### src/rtl/lfsr_pkg.sv
// Shared types and helpers for the LFSR range sampler.
// Holds the FSM encoding, the default sample width and the rejection-mask helper.
package lfsr_pkg;

  localparam int LFSR_WIDTH = 8;

  typedef enum logic {
    ST_IDLE = 1'b0,
    ST_RUN  = 1'b1
  } state_e;

  // Smallest all-ones mask covering limit-1, so a masked candidate is below 2*limit.
  function automatic logic [31:0] mask_from_limit(input logic [31:0] lim);
    logic [31:0] m;
    m = lim - 32'd1;
    for (int i = 0; i < 5; i++) begin
      m = m | (m >> (1 << i));
    end
    return (lim == 32'd0) ? 32'd0 : m;
  endfunction

endpackage

### src/rtl/rng_fifo.sv
// Synchronous FIFO with first-word fall-through output and a synchronous flush.
// Zero-latency head visibility; pushes when full and pops when empty are ignored.
module rng_fifo #(
  parameter int WIDTH = 8,
  parameter int DEPTH = 4
) (
  input  logic                     clk,
  input  logic                     rst_n,
  input  logic                     flush_i,
  input  logic                     push_i,
  input  logic [WIDTH-1:0]         data_i,
  input  logic                     pop_i,
  output logic [WIDTH-1:0]         data_o,
  output logic                     valid_o,
  output logic [$clog2(DEPTH):0]   count_o
);

  localparam int AW = $clog2(DEPTH);
  localparam int CW = AW + 1;

  logic [WIDTH-1:0] mem [DEPTH];
  logic [AW-1:0]    wr_q, rd_q;
  logic [CW-1:0]    cnt_q;
  logic             do_push, do_pop;

  assign do_push = push_i && (cnt_q != CW'(DEPTH));
  assign do_pop  = pop_i && (cnt_q != '0);

  always_ff @(posedge clk or negedge rst_n) begin
    if (!rst_n) begin
      wr_q  <= '0;
      rd_q  <= '0;
      cnt_q <= '0;
    end else if (flush_i) begin
      wr_q  <= '0;
      rd_q  <= '0;
      cnt_q <= '0;
    end else begin
      if (do_push) wr_q <= wr_q + AW'(1);
      if (do_pop)  rd_q <= rd_q + AW'(1);
      cnt_q <= cnt_q + CW'(do_push) - CW'(do_pop);
    end
  end

  always_ff @(posedge clk) begin
    if (do_push && !flush_i) mem[wr_q] <= data_i;
  end

  // Gate the head so an empty FIFO (including right after reset) shows zero.
  assign data_o  = (cnt_q != '0) ? mem[rd_q] : '0;
  assign valid_o = (cnt_q != '0);
  assign count_o = cnt_q;

endmodule

### src/rtl/lfsr_range_sampler.sv
// Rejection sampler turning raw LFSR words into uniform samples in [0, limit-1].
// Samples appear one cycle after consumption; the LFSR is stalled while the FIFO is full.
module lfsr_range_sampler
  import lfsr_pkg::*;
#(
  parameter int WIDTH = LFSR_WIDTH,
  parameter int DEPTH = 4
) (
  input  logic             clk,
  input  logic             reset,
  input  logic [WIDTH-1:0] lfsr_value,
  output logic             lfsr_enable,
  input  logic             start,
  input  logic [WIDTH-1:0] limit,
  input  logic [7:0]       num_samples,
  output logic [WIDTH-1:0] out_data,
  output logic             out_valid,
  input  logic             out_ready,
  output logic             busy,
  output logic             stuck,
  output logic             err,
  output logic [15:0]      reject_cnt
);

  localparam int CW = $clog2(DEPTH) + 1;

  state_e           state_q, state_d;
  logic [WIDTH-1:0] limit_q, limit_d;
  logic [7:0]       nsamp_q, nsamp_d;
  logic [7:0]       acc_q, acc_d;
  logic [WIDTH-1:0] prev_q, prev_d;
  logic             prev_vld_q, prev_vld_d;
  logic             stuck_q, stuck_d;
  logic             err_q, err_d;
  logic [15:0]      rej_q, rej_d;

  logic [CW-1:0]    fifo_count;
  logic             fifo_flush, fifo_push;
  logic [WIDTH-1:0] mask, cand;

  assign lfsr_enable = (state_q == ST_RUN) && (fifo_count < CW'(DEPTH));
  assign mask        = WIDTH'(mask_from_limit(32'(limit_q)));
  assign cand        = lfsr_value & mask;

  always_comb begin
    state_d    = state_q;
    limit_d    = limit_q;
    nsamp_d    = nsamp_q;
    acc_d      = acc_q;
    prev_d     = prev_q;
    prev_vld_d = prev_vld_q;
    stuck_d    = stuck_q;
    err_d      = err_q;
    rej_d      = rej_q;
    fifo_flush = 1'b0;
    fifo_push  = 1'b0;

    // A start pulse wins over any word consumed at the same edge.
    if (start) begin
      if (limit != '0) begin
        fifo_flush = 1'b1;
        stuck_d    = 1'b0;
        err_d      = 1'b0;
        rej_d      = '0;
        limit_d    = limit;
        nsamp_d    = num_samples;
        acc_d      = '0;
        prev_vld_d = 1'b0;
        state_d    = ST_RUN;
      end else begin
        err_d   = 1'b1;
        state_d = ST_IDLE;
      end
    end else if (lfsr_enable) begin
      prev_d     = lfsr_value;
      prev_vld_d = 1'b1;
      if (prev_vld_q && (lfsr_value == prev_q)) begin
        stuck_d = 1'b1;
        state_d = ST_IDLE;
      end else if (cand < limit_q) begin
        fifo_push = 1'b1;
        acc_d     = acc_q + 8'd1;
        if ((nsamp_q != 8'd0) && (acc_d == nsamp_q)) state_d = ST_IDLE;
      end else if (rej_q != 16'hFFFF) begin
        rej_d = rej_q + 16'd1;
      end
    end
  end

  always_ff @(posedge clk or negedge reset) begin
    if (!reset) begin
      state_q    <= ST_IDLE;
      limit_q    <= '0;
      nsamp_q    <= '0;
      acc_q      <= '0;
      prev_q     <= '0;
      prev_vld_q <= 1'b0;
      stuck_q    <= 1'b0;
      err_q      <= 1'b0;
      rej_q      <= '0;
    end else begin
      state_q    <= state_d;
      limit_q    <= limit_d;
      nsamp_q    <= nsamp_d;
      acc_q      <= acc_d;
      prev_q     <= prev_d;
      prev_vld_q <= prev_vld_d;
      stuck_q    <= stuck_d;
      err_q      <= err_d;
      rej_q      <= rej_d;
    end
  end

  rng_fifo #(
    .WIDTH (WIDTH),
    .DEPTH (DEPTH)
  ) u_fifo (
    .clk     (clk),
    .rst_n   (reset),
    .flush_i (fifo_flush),
    .push_i  (fifo_push),
    .data_i  (cand),
    .pop_i   (out_ready),
    .data_o  (out_data),
    .valid_o (out_valid),
    .count_o (fifo_count)
  );

  assign busy       = (state_q == ST_RUN);
  assign stuck      = stuck_q;
  assign err        = err_q;
  assign reject_cnt = rej_q;

endmodule

### config.mk
export PLATFORM = sky130hd
export DESIGN_NAME = lfsr_range_sampler
export DESIGN_NICKNAME = d
export VERILOG_FILES = /design/src/rtl/lfsr_pkg.sv /design/src/rtl/rng_fifo.sv /design/src/rtl/lfsr_range_sampler.sv
export SDC_FILE = /design/constraint.sdc
export NUM_CORES = 1
export LEC_CHECK = 0
export BUFFER_PORTS_ARGS = -buffer_cell sky130_fd_sc_hd__buf_4
export CAP_MARGIN = 25
export CORE_MARGIN = 2
export CORE_UTILIZATION = 40
export DETAILED_ROUTE_END_ITERATION = 16
export GPL_TIMING_DRIVEN = 1
export SLEW_MARGIN = 20
export SYNTH_ARGS = -nofsm -noshare
export SYNTH_HDL_FRONTEND = slang
export SYNTH_SLANG_ARGS = --single-unit
### constraint.sdc
create_clock -name clk -period 5.4 [get_ports clk]
set_clock_uncertainty 0.15 [all_clocks]
set_input_delay 0 -clock clk [delete_from_list [all_inputs] [get_ports clk]]
set_output_delay 0 -clock clk [all_outputs]
set_load 0.02 [all_outputs]
## After elaboration in Yosys (flattened, before gate mapping)

Memories as Yosys holds them, arrays and structs flattened.
Index checks and enable logic that the tools add are counted.

- Muxes and demuxes: 38
- Order comparisons: 2
- Reduce and logical (&&, ||, !) cells: 26
- $add $sub $neg: 7
- Bitwise gates (word level): 7
- Eq/ne operators: 7

Operators by type and width:

| cell | number |
|---|---|
| $mux 16 | 6 |
| $mux 8 | 7 |
| $or 32x28->32 | 1 |
| $or 32x30->32 | 1 |
| $or 32x31->32 | 1 |
| $or 24x24->24 | 1 |
| $mux 1 | 20 |
| $add 16x1->16 const B | 1 |
| $eq 8x8->1 | 2 |
| $ne 16x16->1 const B | 1 |
| $reduce_bool 8->1 | 2 |
| $reduce_bool 2->1 | 6 |
| $reduce_bool 3->1 | 3 |
| $sub 8x1->9 const B | 1 |
| $add 8x1->8 const B | 1 |
| $and 8x8->8 | 1 |
| $logic_not 8->1 | 1 |
| $lt 8x8->1 | 1 |
| $mux 2 | 4 |
| $or 8x8->8 | 1 |
| $logic_and 1x1->1 | 6 |
| $reduce_and 2->1 | 3 |
| $reduce_and 3->1 | 2 |
| $reduce_and 5->1 | 1 |
| 11 further kinds | 13 |

- Memories: 1
- Input port bits: 28
- Word-level logic and storage cells: 100
- Bits in registers: 59
- Output and inout port bits: 29
- Memory bits (writable): 32

Memories:

| memory | words | width | rd ports | clocked after Yosys merged registers in | write ports | line | source |
|---|---|---|---|---|---|---|---|
| u_fifo.mem | 4 | 8 | 1 | 0 | 1 | rng_fifo.sv:21 | `logic [WIDTH-1:0] mem [DEPTH];` |

## Logic depth before layout (Yosys ltp)

- Depth in word-level cells: 17
- Gate-level depth with buffers: 22
- Depth with buffers taken out: 21

## Cells and area by module

From an unflattened synthesis, not the netlist that was laid out.

- Cell total of the unflattened synthesis: 498
- Area, all modules: 5,073.6 um^2

By module, submodules not included:

| module | seq. area each (um^2) | times used | area each (um^2) | cells each |
|---|---|---|---|---|
| lfsr_range_sampler | 1,301.2 | 1 | 3,397.0 | 400 |
| rng_fifo | 1,136.1 | 1 | 1,676.6 | 98 |

## Worst setup path before layout

Ideal clock, no wire load.

- Path type: register to register
- Start point: reg limit_q[0]
- End point: reg u_fifo.cnt_q[2] (netlist: u_fifo.count_o[2])
- Required time: 5,113 ps
- Setup time: 137 ps
- Slack: 1,013 ps
- Path buffers: 1
- Clock period less this slack: 4,387 ps
- Stages on the path, launching flop included: 21
- Arrival time: 4,101 ps
- Cell sequence: dfrtp_1 > or4b_1 > o31ai_1 > a32oi_2 > or2_2 > nor2b_1 > a21oi_1 > ha_1 > and2b_1 > o211ai_1 > nand4_1 > o31ai_4 > nand4_4 > buf_6 > inv_1 > ha_1 > inv_1 > fa_1 > xor2_1 > xnor2_1 > nor2_1

- Cells in the longest elaborated chain, start to end: 17

RTL lines:

| item | line | source |
|---|---|---|
| start: declaration | lfsr_range_sampler.sv:28 | `logic [WIDTH-1:0] limit_q, limit_d;` |
| start signal: assignment | lfsr_range_sampler.sv:103 | `limit_q <= limit_d;` |
| $sub 8x1->9 | lfsr_pkg.sv:15 | `m = lim - 32'd1;` |
| $or 32x31->32 | lfsr_pkg.sv:17 | `m = m \| (m >> (1 << i));` |
| $or 32x30->32 | lfsr_pkg.sv:17 |  |
| $or 32x28->32 | lfsr_pkg.sv:17 |  |
| $or 24x24->24 | lfsr_pkg.sv:17 |  |
| $or 8x8->8 | lfsr_pkg.sv:17 |  |
| $mux 8 (*) | lfsr_pkg.sv:19 | `return (lim == 32'd0) ? 32'd0 : m;` |
| $and 8x8->8 (*) | lfsr_range_sampler.sv:43 | `assign cand = lfsr_value & mask;` |
| net cand[1] | lfsr_range_sampler.sv:39 | `logic [WIDTH-1:0] mask, cand;` |
| (+1 left out) | n/a |  |
| $mux 1 (*) | lfsr_range_sampler.sv:80 | `end else if (cand < limit_q) begin` |
| $mux 1 (*) | lfsr_range_sampler.sv:77 | `if (prev_vld_q && (lfsr_value == prev_q)) begin` |
| $mux 1 (*) | lfsr_range_sampler.sv:74 | `end else if (lfsr_enable) begin` |
| $mux 1 (*) | lfsr_range_sampler.sv:59 | `if (start) begin` |
| $logic_and 1x1->1 (*) | rng_fifo.sv:26 | `assign do_push = push_i && (cnt_q != CW'(DEPTH));` |
| $add 3x1->3 (*) | rng_fifo.sv:41 | `cnt_q <= cnt_q + CW'(do_push) - CW'(do_pop);` |
| $sub 3x1->3 (*) | rng_fifo.sv:41 |  |
| $mux 3 (*) | rng_fifo.sv:34 | `end else if (flush_i) begin` |
| end signal: assignment | rng_fifo.sv:41 |  |
| end: declaration | rng_fifo.sv:23 | `logic [CW-1:0] cnt_q;` |

The timed path passes the listed nets; every way through them passes the cells marked *.
A chain may end at the register's enable or synchronous reset.

## Worst setup path in the final report

Ends and elaborated chain as after synthesis.

==> results_tabular.tex <==
\begin{tabular}{lr}
\hline
Metric & Value \\
\hline
\multicolumn{2}{l}{\textbf{Yosys}} \\
Portion of the post-synthesis area used by sequential elements & 0.506 \\
Count leader, synth & dfrtp\_1 \\
Mean instance size in the synthesized netlist & 11.1 um\^{}2 \\
Total of flip-flops plus latches after synthesis & 91 \\
Synthesis warning total & 0 \\
Post-Synthesis Cells & 436 \\
Leading area contributor after synthesis & dfrtp\_1 \\
Number of flops mapped to enable cells by yosys & 32 \\
Share of Yosys cell area claimed by the top area cell type & 0.306 \\
Unique cell type count in the Yosys netlist & 61 \\
Most frequent cells after synthesis & dfrtp\_1, nand2\_1, edfxtp\_1, inv\_1, nand3\_1 \\
Largest cells by area after synthesis & dfrtp\_1, edfxtp\_1, ha\_1 \\
Post-synth net total & 482 \\
Primary FF master, synth & dfrtp\_1 \\
Share of flip-flops with an asynchronous set or reset after synthesis & 0.648 \\
Cell area after synthesis & 4820 um\^{}2 \\
\multicolumn{2}{l}{\textbf{Critical path}} \\
R2R Setup Slk & 0.58 ns \\
Data arrival time of the critical path & 4.89 ns \\
Critical Path Source Type & register \\
Crit. Startpoint & limit\_q[0]\$\_DFFE\_PN0P\_ \\
Capture instance of the worst register-to-register path & u\_fifo.count\_o[2]\$\_DFF\_PN0\_ \\
Buffer and inverter count on the worst path & 3 \\
Maximum fanout along the worst path & 6 \\
FF-to-FF Start & limit\_q[0]\$\_DFFE\_PN0P\_ \\
CP endpoint & u\_fifo.count\_o[2]\$\_DFF\_PN0\_ \\
Critical path data required time & 5.47 ns \\
Instance count on the critical path & 21 \\
Max stage delay on crit path & 0.45 ns \\
Number of cells traversed by the worst register-to-register path & 21 \\
Setup crit end kind & register \\
Library cell contributing the largest single delay on the critical path & dfrtp\_1 \\
Largest delay share family, worst path & compound AO/OA/AOI/OAI gates \\
Sequence of cells on the critical path & inv\_1, ha\_1, nand2\_1, o31ai\_1, a32oi\_2, or2\_2, nor2b\_1, a21oi\_1, ha\_1, and2b\_1, o211ai\_1, nand4\_1, o31ai\_4, nand4\_4, inv\_1, ha\_1, inv\_1, fa\_1, xor2\_1, xnor2\_1, nor2\_1 \\
Critical path class & reg -> reg \\
\multicolumn{2}{l}{\textbf{Floorplanning}} \\
Die footprint & 12900 um\^{}2 \\
Site row count & 40 \\
Die outline width & 114 um \\
Starting Density & 0.406 \\
Core area & 11900 um\^{}2 \\
Height of the die & 114 um \\
Io pins & 57 \\
\multicolumn{2}{l}{\textbf{STA}} \\
Setup TNS & 0 ns \\
Post-route worst hold slack & 0.119 ns \\
Unrepaired setup endpoints after global routing & false \\
Max frequency & 207 MHz \\
Endpoints failing setup & 0 \\
Final worst-path cycle share & 0.893 \\
Transition time at the pin with the least slew margin & 0.950 ns \\
Final Slew Violations & 0 \\
Number of failing hold endpoints at the final stage & 0 \\
Relative slew slack & 0.365 \\
Final critical path time including I/O delays and setup & 4.82 ns \\
\multicolumn{2}{l}{\textbf{Clock network}} \\
Clock Sink Count & 91 \\
Number of buffers added by the clock tree synthesis step & 9 \\
Root buf cell & clkbuf\_16 \\
Number of buffers on the longest clock path & 2 \\
Clock transition at the registers of the reported paths & 0.07 ns \\
Number of H-tree levels & 3 \\
PostCTS Resize Cnt & 0 \\
Clock latency on the worst-skew pair & 0.35 ns \\
Setup bufs post-CTS & 0 \\
CTS tree & yes \\
\multicolumn{2}{l}{\textbf{Placed design}} \\
Placed insts & 626 \\
Half-perimeter wire length after placement & 7210 um \\
Final GP Congestion & 0.919 \\
Cell area after placement & 5350 um\^{}2 \\
Port Buffers & 56 \\
\multicolumn{2}{l}{\textbf{Route}} \\
First-pass detailed-route iteration total & 4 \\
Wire per inst & 15.6 um \\
Final Routed Wirelength & 10600 um \\
Vias/cell & 5.39 \\
Via count & 3646 \\
Initial DRC count & 232 \\
Antenna Nets Post-Route & 0 \\
Post-route DRC & 0 \\
\multicolumn{2}{l}{\textbf{Finish}} \\
Final cell area excluding filler cells & 6040 um\^{}2 \\
Antenna diode count & 0 \\
Non-filler cells in the finished layout & 677 \\
Final \#Nets & 571 \\
Area growth from synthesis to layout & 25.3\% \\
Fill cells & 1079 \\
Share of post-route cells with drive strength above 1 & 0.206 \\
\multicolumn{2}{l}{\textbf{Global route}} \\
Number of global-route vias before repair & 3643 \\
First-pass GRT wire length & 17700 um \\
Tot GR Track Use & 0.172 \\
Antenna violations before repair & 0 \\
Total congestion overflow & 0 \\
Pin count of the biggest net entering global routing & 60 \\
\multicolumn{2}{l}{\textbf{Power and ir drop}} \\
Leakage power total & 2.56 nW \\
Worst supply voltage drop on vdd & 0.000198 V \\
Total power & 2.12 mW \\
Pwr Density & 351 nW/um\^{}2 \\
\multicolumn{2}{l}{\textbf{Worst hold path}} \\
Class of the tightest hold or removal check & in -> async \\
\multicolumn{2}{l}{\textbf{Flow run}} \\
Number of max-cap violations & 0 \\
\multicolumn{2}{l}{\textbf{Run status}} \\
Result of the run & finished, final reports clean \\
\hline
\end{tabular}
-- through the flow --
step | utilization | setup slack, ns
2_1_floorplan | - | 1.01
3_3_place_gp | 0.451 | 0.920
3_5_place_dp | 0.451 | 0.669
4_1_cts | 0.509 | 0.617
5_1_grt | 0.509 | 0.273
6_report | 0.509 | 0.577
-- what timing repair did --
| action | 4_1_cts | 5_1_grt |
|---|---|---|
| hold endpoints to repair | 113 | 0 |
| hold buffers | 35 | 0 |
| setup endpoints to repair | 0 | 0 |
-- state kept, by name (all words and copies together), names as in the netlist --
name            cells
reject_cnt         16
u_fifo.rd_q         2
busy                1
u_fifo.count_o      3
limit_q             8
stuck               1
u_fifo.wr_q         2
prev_q              8
nsamp_q             8
err                 1
acc_q               8
prev_vld_q          1
u_fifo.mem         32
-- kinds of logic after synthesis --
family	count (synthesis)	share of synthesized area
multiplexers	21	0.0667
adder cells (fa/ha/maj)	18	0.0483
AO/OA/AOI/OAI	72	0.108
flip-flops	91	0.506
AND/OR/NAND/NOR	169	0.185
buffers and inverters	37	0.0356
XOR/XNOR	28	0.0509
-- report_power, final --
| group | internal, mW | switching [mW] | leakage (nW) | total, mW |
|---|---|---|---|---|
| registers | 0.798 | 0.0817 | 1.06 | 0.879 |
| clock network | 0.422 | 0.274 | 0.160 | 0.696 |
| logic | 0.263 | 0.278 | 1.34 | 0.541 |
| total | 1.48 | 0.634 | 2.56 | 2.12 |
-- cell usage in the layout, fill, tap and decap left out, types with 15 or more instances in the layout --
| cell | synthesis | layout |
|---|---|---|
| nand2_1 | 56 | 56 |
| and2_1 | 18 | 18 |
| edfxtp_1 | 32 | 32 |
| buf_4 | 0 | 59 |
| inv_1 | 21 | 21 |
| dlygate4sd3_1 | 0 | 35 |
| dfrtp_1 | 59 | 59 |
| nand3_1 | 20 | 20 |
| nor2_1 | 18 | 18 |
| xnor2_1 | 15 | 15 |
| ha_1 | 17 | 17 |
| o21ai_0 | 19 | 19 |
-- layout make-up --
cell class              count  area (um^2)  share of cell area
inverters                  21         78.8              0.0131
clock inverters             6         93.8              0.0155
multi-input cells         308         2210               0.366
clock buffers              10          239              0.0396
well taps                 147          184              0.0305
flip-flops and latches     91         2440               0.404
repair buffers             94          793               0.131
-- metal layers --
metal	vias up	wire, um	GRT usage
met3	17	411	0.0345
met5	-	0	0
met1	1790	4790	0.225
met4	0	195	0.0593
met2	83	5190	0.289
li1	1756	-	-
-- how the worst min path moves through the flow --
stage | start | slack [ns] | endpoint
6_report | reset | 0.12 | reject_cnt[10]$_DFFE_PN0P_
5_1_grt | reset | 0.20 | reject_cnt[10]$_DFFE_PN0P_
4_1_cts | reset | 0.15 | reject_cnt[5]$_DFFE_PN0P_
3_5_place_dp | reset | -0.03 | reject_cnt[10]$_DFFE_PN0P_
3_3_place_gp | reset | -0.03 | reject_cnt[10]$_DFFE_PN0P_
2_1_floorplan | reset | -0.45 | acc_q[0]$_DFFE_PN0P_
Note: power is estimated with default switching activity, not from simulation.
